**src/rtl/fir_pkg.sv**
```systemverilog
// Shared definitions for the FIR output requantisation stages: a wide
// arithmetic type, the round/shift/saturate helper and FIFO sizing helper.
package fir_pkg;

  // Internal arithmetic width; wide enough that the rounding add never wraps.
  localparam int CALC_W = 64;
  typedef logic signed [CALC_W-1:0] calc_t;

  // Address width for a FIFO of the given depth (at least one bit).
  function automatic int fifo_addr_w(input int depth);
    return (depth > 32'sd1) ? $clog2(depth) : 32'sd1;
  endfunction

  // Round half up, then arithmetic right shift.
  function automatic calc_t round_shift(input calc_t value, input int shift);
    calc_t bias;
    if (shift > 32'sd0) begin
      bias = calc_t'(64'sd1) <<< (shift - 32'sd1);
    end else begin
      bias = calc_t'(64'sd0);
    end
    return (value + bias) >>> shift;
  endfunction

  // Round, shift and clip to the signed range of width_o bits.
  function automatic calc_t sat_round(input calc_t value, input int shift, input int width_o);
    calc_t r;
    calc_t max_v;
    calc_t min_v;
    r     = round_shift(value, shift);
    max_v = (calc_t'(64'sd1) <<< (width_o - 32'sd1)) - calc_t'(64'sd1);
    min_v = -(calc_t'(64'sd1) <<< (width_o - 32'sd1));
    if (r > max_v) begin
      return max_v;
    end else if (r < min_v) begin
      return min_v;
    end else begin
      return r;
    end
  endfunction

endpackage

```
**src/rtl/fir_sync_fifo.sv**
```systemverilog
// Small synchronous FIFO with a registered memory and occupancy count.
// A push while full only succeeds when a pop happens in the same cycle;
// a pop while empty is ignored.
module fir_sync_fifo
  import fir_pkg::*;
#(
  parameter int WIDTH = 8,
  parameter int DEPTH = 4
) (
  input  logic             clk,
  input  logic             rstn,
  input  logic             push,
  input  logic [WIDTH-1:0] din,
  output logic             full,
  input  logic             pop,
  output logic [WIDTH-1:0] dout,
  output logic             empty
);

  localparam int AW = fifo_addr_w(DEPTH);

  logic [WIDTH-1:0] mem [DEPTH];
  logic [AW-1:0]    wr_ptr;
  logic [AW-1:0]    rd_ptr;
  logic [AW:0]      count;
  logic             do_push;
  logic             do_pop;

  assign full    = (count == (AW+1)'(DEPTH));
  assign empty   = (count == '0);
  assign do_pop  = pop & ~empty;
  assign do_push = push & (~full | do_pop);
  assign dout    = mem[rd_ptr];

  // Storage, pointers (wrap naturally at power-of-2 depth) and occupancy.
  always_ff @(posedge clk or negedge rstn) begin
    if (!rstn) begin
      for (int i = 0; i < DEPTH; i++) begin
        mem[i] <= '0;
      end
      wr_ptr <= '0;
      rd_ptr <= '0;
      count  <= '0;
    end else begin
      if (do_push) begin
        mem[wr_ptr] <= din;
        wr_ptr      <= wr_ptr + AW'(1);
      end
      if (do_pop) begin
        rd_ptr <= rd_ptr + AW'(1);
      end
      case ({do_push, do_pop})
        2'b10:   count <= count + (AW+1)'(1);
        2'b01:   count <= count - (AW+1)'(1);
        default: count <= count;
      endcase
    end
  end

endmodule

```
**src/rtl/fir_out_requant.sv**
```systemverilog
// FIR output requantiser: decimate, round/shift, saturate, then queue the
// result in a small FIFO with a valid/ready handshake. Kept samples arriving
// while the FIFO is full are dropped and flagged by a sticky overflow bit.
// Optional macro FIR_REQUANT_STATS_EN adds sat_count/drop_count counters.
module fir_out_requant
  import fir_pkg::*;
#(
  parameter int WIDTH_I    = 20,
  parameter int WIDTH_O    = 8,
  parameter int SHIFT      = 8,
  parameter int DECIM      = 4,
  parameter int FIFO_DEPTH = 4
) (
  input  logic                      clk,
  input  logic                      rstn,
  input  logic                      in_valid,
  input  logic signed [WIDTH_I-1:0] in_data,
  output logic                      out_valid,
  input  logic                      out_ready,
  output logic signed [WIDTH_O-1:0] out_data,
  output logic                      sat,
  output logic                      overflow,
`ifdef FIR_REQUANT_STATS_EN
  output logic [15:0]               sat_count,
  output logic [15:0]               drop_count,
`endif
  input  logic                      clr_overflow
);

  localparam int PH_W = (DECIM > 1) ? $clog2(DECIM) : 1;

  logic [PH_W-1:0]           phase;
  logic                      keep;
  calc_t                     in_ext;
  calc_t                     rounded;
  calc_t                     clipped;
  logic                      clip;
  logic signed [WIDTH_O-1:0] requant;
  logic                      stage_v;
  logic [WIDTH_O-1:0]        stage_data;
  logic                      fifo_full;
  logic                      fifo_empty;
  logic [WIDTH_O-1:0]        fifo_dout;
  logic                      pop;
  logic                      drop;

  assign keep = in_valid & (phase == '0);

  // Decimation phase: advances only on valid input, wraps at DECIM-1.
  always_ff @(posedge clk or negedge rstn) begin
    if (!rstn) begin
      phase <= '0;
    end else if (in_valid) begin
      if (phase == PH_W'(DECIM - 1)) begin
        phase <= '0;
      end else begin
        phase <= phase + PH_W'(1);
      end
    end else begin
      phase <= phase;
    end
  end

  // Round, shift and clip the incoming sample; clip flags any saturation.
  always_comb begin
    in_ext  = calc_t'(in_data);
    rounded = round_shift(in_ext, SHIFT);
    clipped = sat_round(in_ext, SHIFT, WIDTH_O);
    clip    = (rounded != clipped);
    requant = WIDTH_O'(clipped);
  end

  // Stage register: holds a kept sample for one cycle alongside its sat flag.
  always_ff @(posedge clk or negedge rstn) begin
    if (!rstn) begin
      stage_v    <= 1'b0;
      stage_data <= '0;
      sat        <= 1'b0;
    end else begin
      stage_v <= keep;
      sat     <= keep & clip;
      if (keep) begin
        stage_data <= requant;
      end
    end
  end

  fir_sync_fifo #(
    .WIDTH (WIDTH_O),
    .DEPTH (FIFO_DEPTH)
  ) u_fifo (
    .clk   (clk),
    .rstn  (rstn),
    .push  (stage_v),
    .din   (stage_data),
    .full  (fifo_full),
    .pop   (pop),
    .dout  (fifo_dout),
    .empty (fifo_empty)
  );

  assign out_valid = ~fifo_empty;
  assign out_data  = fifo_dout;
  assign pop       = out_valid & out_ready;
  assign drop      = stage_v & fifo_full & ~pop;

  // Sticky overflow; a drop in the same cycle as a clear keeps it set.
  always_ff @(posedge clk or negedge rstn) begin
    if (!rstn) begin
      overflow <= 1'b0;
    end else if (drop) begin
      overflow <= 1'b1;
    end else if (clr_overflow) begin
      overflow <= 1'b0;
    end else begin
      overflow <= overflow;
    end
  end

`ifdef FIR_REQUANT_STATS_EN
  // Saturating event counters; an increment takes priority over a clear.
  always_ff @(posedge clk or negedge rstn) begin
    if (!rstn) begin
      sat_count  <= 16'd0;
      drop_count <= 16'd0;
    end else begin
      if (sat) begin
        if (sat_count != 16'hFFFF) begin
          sat_count <= sat_count + 16'd1;
        end
      end else if (clr_overflow) begin
        sat_count <= 16'd0;
      end
      if (drop) begin
        if (drop_count != 16'hFFFF) begin
          drop_count <= drop_count + 16'd1;
        end
      end else if (clr_overflow) begin
        drop_count <= 16'd0;
      end
    end
  end
`endif

endmodule

```
**config.mk**
```make
export PLATFORM = sky130hd
export DESIGN_NAME = fir_out_requant
export DESIGN_NICKNAME = d
export VERILOG_FILES = /design/src/rtl/fir_pkg.sv /design/src/rtl/fir_sync_fifo.sv /design/src/rtl/fir_out_requant.sv
export SDC_FILE = /design/constraint.sdc
export NUM_CORES = 1
export LEC_CHECK = 0
export CAP_MARGIN = 20
export CORE_ASPECT_RATIO = 1.25
export CORE_UTILIZATION = 40
export DETAILED_ROUTE_END_ITERATION = 6
export SLEW_MARGIN = 20
export SYNTH_ARGS = -nofsm -noshare
export SYNTH_HDL_FRONTEND = slang
export SYNTH_SLANG_ARGS = --single-unit
```
**constraint.sdc**
```tcl
create_clock -name clk -period 2.2 [get_ports clk]
set_input_delay 0.22 -clock clk [delete_from_list [all_inputs] [get_ports clk]]
set_output_delay 0.22 -clock clk [all_outputs]
set_load 0.05 [all_outputs]
```
==> metrics.md <==
| Metric | Value |
|---|---|
| Drt wl/cell | ~14 µm |
| N_diodes | 0 |
| FMAX | approximately 470 MHz |
| Crit path launch type | input port |
| Vias | between 1.5k and 2k |
| HP Class | input port to asynchronous set/reset pin |
| Post-synthesis sequential area ratio | 0.489 |
| Tot Pwr | between 4 and 5 mW |
| Crit-path max cell delay | roughly 0.56 ns |
| EDFF count, synth | 0 |
| Post-synth cell types | 39 |
| CTS Root Cell | clkbuf_8 |
| TritonRoute pass-1 iters | 3 |
| Post-synth top area cell | dfrtp_1 |
| Pwr Density | around 1300 nW/µm² |
| H-Tree Depth | 2 |
| Total die area | about 7000 µm² |
| Layout cells sized above 1 | 0.415 |
| Min cycle time layout | between 2 and 2.5 ns |
| Initial antenna violation count | 0 |
| DP HPWL | ~3.8 mm |
| Static leakage | between 1.5 and 2 nW |
| # fillers | 556 |
| Post-place setup slack | -0.468 ns |
| Setup Viol. Count Final | 0 |
| First-pass GRT wire length | 8.61 mm |
| Clk Latency, worst-skew pair | roughly 0.30 ns |
| Initial DRC count | 38 |
| Max Buffers Root-to-Sink | 2 |
| CTS Buf Count | 5 |
| WP data required | 2.39 ns |
| Clock slew at reported path FFs | around 0.09 ns |
| Worst R2R Path Depth | 9 |
| Post-Syn Area | roughly 2700 µm² |
| Slowest cell on the critical path | or4_4 |
| Tightest Pin Transition | around 0.66 ns |
| Net Count, Synth | roughly 250 |
| Slew margin rel. | 0.558 |
| Most common cell after layout, fill and taps aside | dfrtp_1 |
| Final #Nets | ~320 |
| Syn_area_per_cell | around 12 µm² |
| Max VDD drop | 0.530 mV |
| I/O pin count | 36 |
| Initial Util | 0.424 |
| Fraction of registers with async set/reset | 1.00 |
| CTS sink cnt | between 50 and 60 |
| WP data arrival | roughly 2.3 ns |
| Site Rows | 32 |
| Synth area leaders | dfrtp_1, mux2_2, mux4_2 |
| Routed Antenna Nets | 0 |
| Die height | between 90 and 100 µm |
| Residual DRC | 0 |
| Yosys top cell area share | 0.489 |
| Setup WS post-layout | around 0.062 ns |
| Max FO, Critical Path | 7 |
| Routed WL | ~5.1 mm |
| Vias in the first global route | roughly 1.9k |
| Vias per inst | 5.12 |
| Status | complete, no violations |
| CP endpoint kind | flop |
| Largest net degree at the start of global routing | 31 |
| Core area | ~6300 µm² |
| Cells after synthesis | around 210 |
| Fin Hold WS | ~0.48 ns |
| Crit path kind | input port to flop |
| Fin. Hold Viols | 0 |
| I/O Buffers | 28 |
| Routability Congestion | 0.792 |
| Critical path, cell by cell | clkdlybuf4s50_1 > nand2_1 > or4_4 > xnor2_4 > nand3_2 > ha_4 > nor2_4 > a221o_2 |
| Final Max Tran Viols | 0 |
| Post-synthesis register bit count | 52 |
| Ys Warns | 0 |
| Overall Global Routing Usage | 0.163 |
| Synth-to-Final Area Change | 34.2% |
| Period utilization | 0.972 |
| CTS tree | built |
| Final Skew | slightly below 0.01 ns |
| Max Cap Violations | 0 |
| Primary FF master, synth | dfrtp_1 |
| GRT Residual Overflow | 0 |
| Die W | roughly 75 µm |
| Commonest non-fill, non-tap cells in the layout | dfrtp_1, buf_4, mux2_2 |
## final timing paths
path	startpoint	to	slack, ns
setup / recovery	in_data[13]	stage_data[6]	0.06
hold / removal	rstn	u_fifo.mem[7]	0.48
setup reg to reg	u_fifo.count[1]	u_fifo.count[2]	0.22
hold reg to reg	stage_v	overflow	0.49
max in group asynchronous	rstn	u_fifo.mem[31]	1.07
min in group clk	stage_v	overflow	0.49
## power by group
part           internal (mW)  leakage (nW)  switching [mW]
Combinational           1.07         0.929            1.14
Clock                  0.251        0.0473           0.290
Sequential              1.41         0.637           0.326
## metrics by stage
stage / util / TNS [ns] / cells / cell area, µm²
floorplan: - / 0 / 214 / 2660
CTS: 0.552 / 0 / 371 / 3470
global route: 0.568 / -0.0164 / 374 / 3570
finish: 0.568 / 0 / 374 / 3570
global placement: 0.534 / -3.45 / 364 / 3350
detailed placement: 0.534 / -3.66 / 364 / 3350
## metal layers
| layer | up-vias | global-route usage | routed length (µm) |
|---|---|---|---|
| met4 | 0 | 0.0487 | 82 |
| li1 | 926 | - | - |
| met3 | 6 | 0.0291 | 116 |
| met5 | - | 0 | 0 |
| met1 | 951 | 0.198 | 2130 |
| met2 | 31 | 0.288 | 2750 |
## critical path, delay by kind of cell
kind / cells / cell delay [ns]
xor gates and xnor gates: 1 / 0.16
adders and majority gates: 1 / 0.30
and+or+nand+nor: 4 / 0.80
AOI/OAI and AO/OA: 1 / 0.35
buffers and inverters: 1 / 0.48
## synth_stat cells, types with 3 or more instances
cell       n
nand2_1   20
xnor2_1   10
mux4_2     8
nand3_1    5
dfrtp_1   52
ha_1       9
a221o_2    6
nor2_1     8
nor4_1     3
xor2_1     7
inv_1     13
clkbuf_1   3
o21ai_0    6
nor3_1     4
mux2_2    33
## layout make-up
cell class | instances | area, µm² | share of cell area
Multi-Input combinational cell | 145 | 1390 | 0.388
Clock inverter | 1 | 8.76 | 0.00245
Timing Repair Buffer | 72 | 639 | 0.179
Inverter | 13 | 48.8 | 0.0137
Clock buffer | 6 | 82.6 | 0.0231
Tap cell | 85 | 106 | 0.0298
Sequential cell | 52 | 1300 | 0.364
## flip-flops by register name, indices dropped and copies added (netlist names)
signal and count:
u_fifo.mem 32, stage_v 1, u_fifo.rd_ptr 2, u_fifo.wr_ptr 2, stage_data 8, sat 1
overflow 1, u_fifo.count 3, phase 2
## logic make-up (layout without fill, tap and decap cells)
logic type                 count (synthesis)  in the layout  share of synthesized area
xor gates and xnor gates                  17             17                     0.0559
muxes                                     41             41                      0.207
DFF                                       52             52                      0.489
buffers and inverters                     17             92                     0.0240
AOI/OAI and AO/OA                         23             23                     0.0733
adders and majority gates                 10             10                     0.0498
and+or+nand+nor                           54             54                      0.101
## timing repair
| action | 4_1_cts | 5_1_grt |
|---|---|---|
| gates resized for setup | 4 | 14 |
| endpoints found under the setup margin | 7 | 9 |
| hold buffers | 1 | 0 |
| pin swaps | 4 | 7 |
| setup buffers | 0 | 3 |
| hold endpoints to repair | 28 | 0 |
Note: power is estimated with default switching activity, not from simulation.
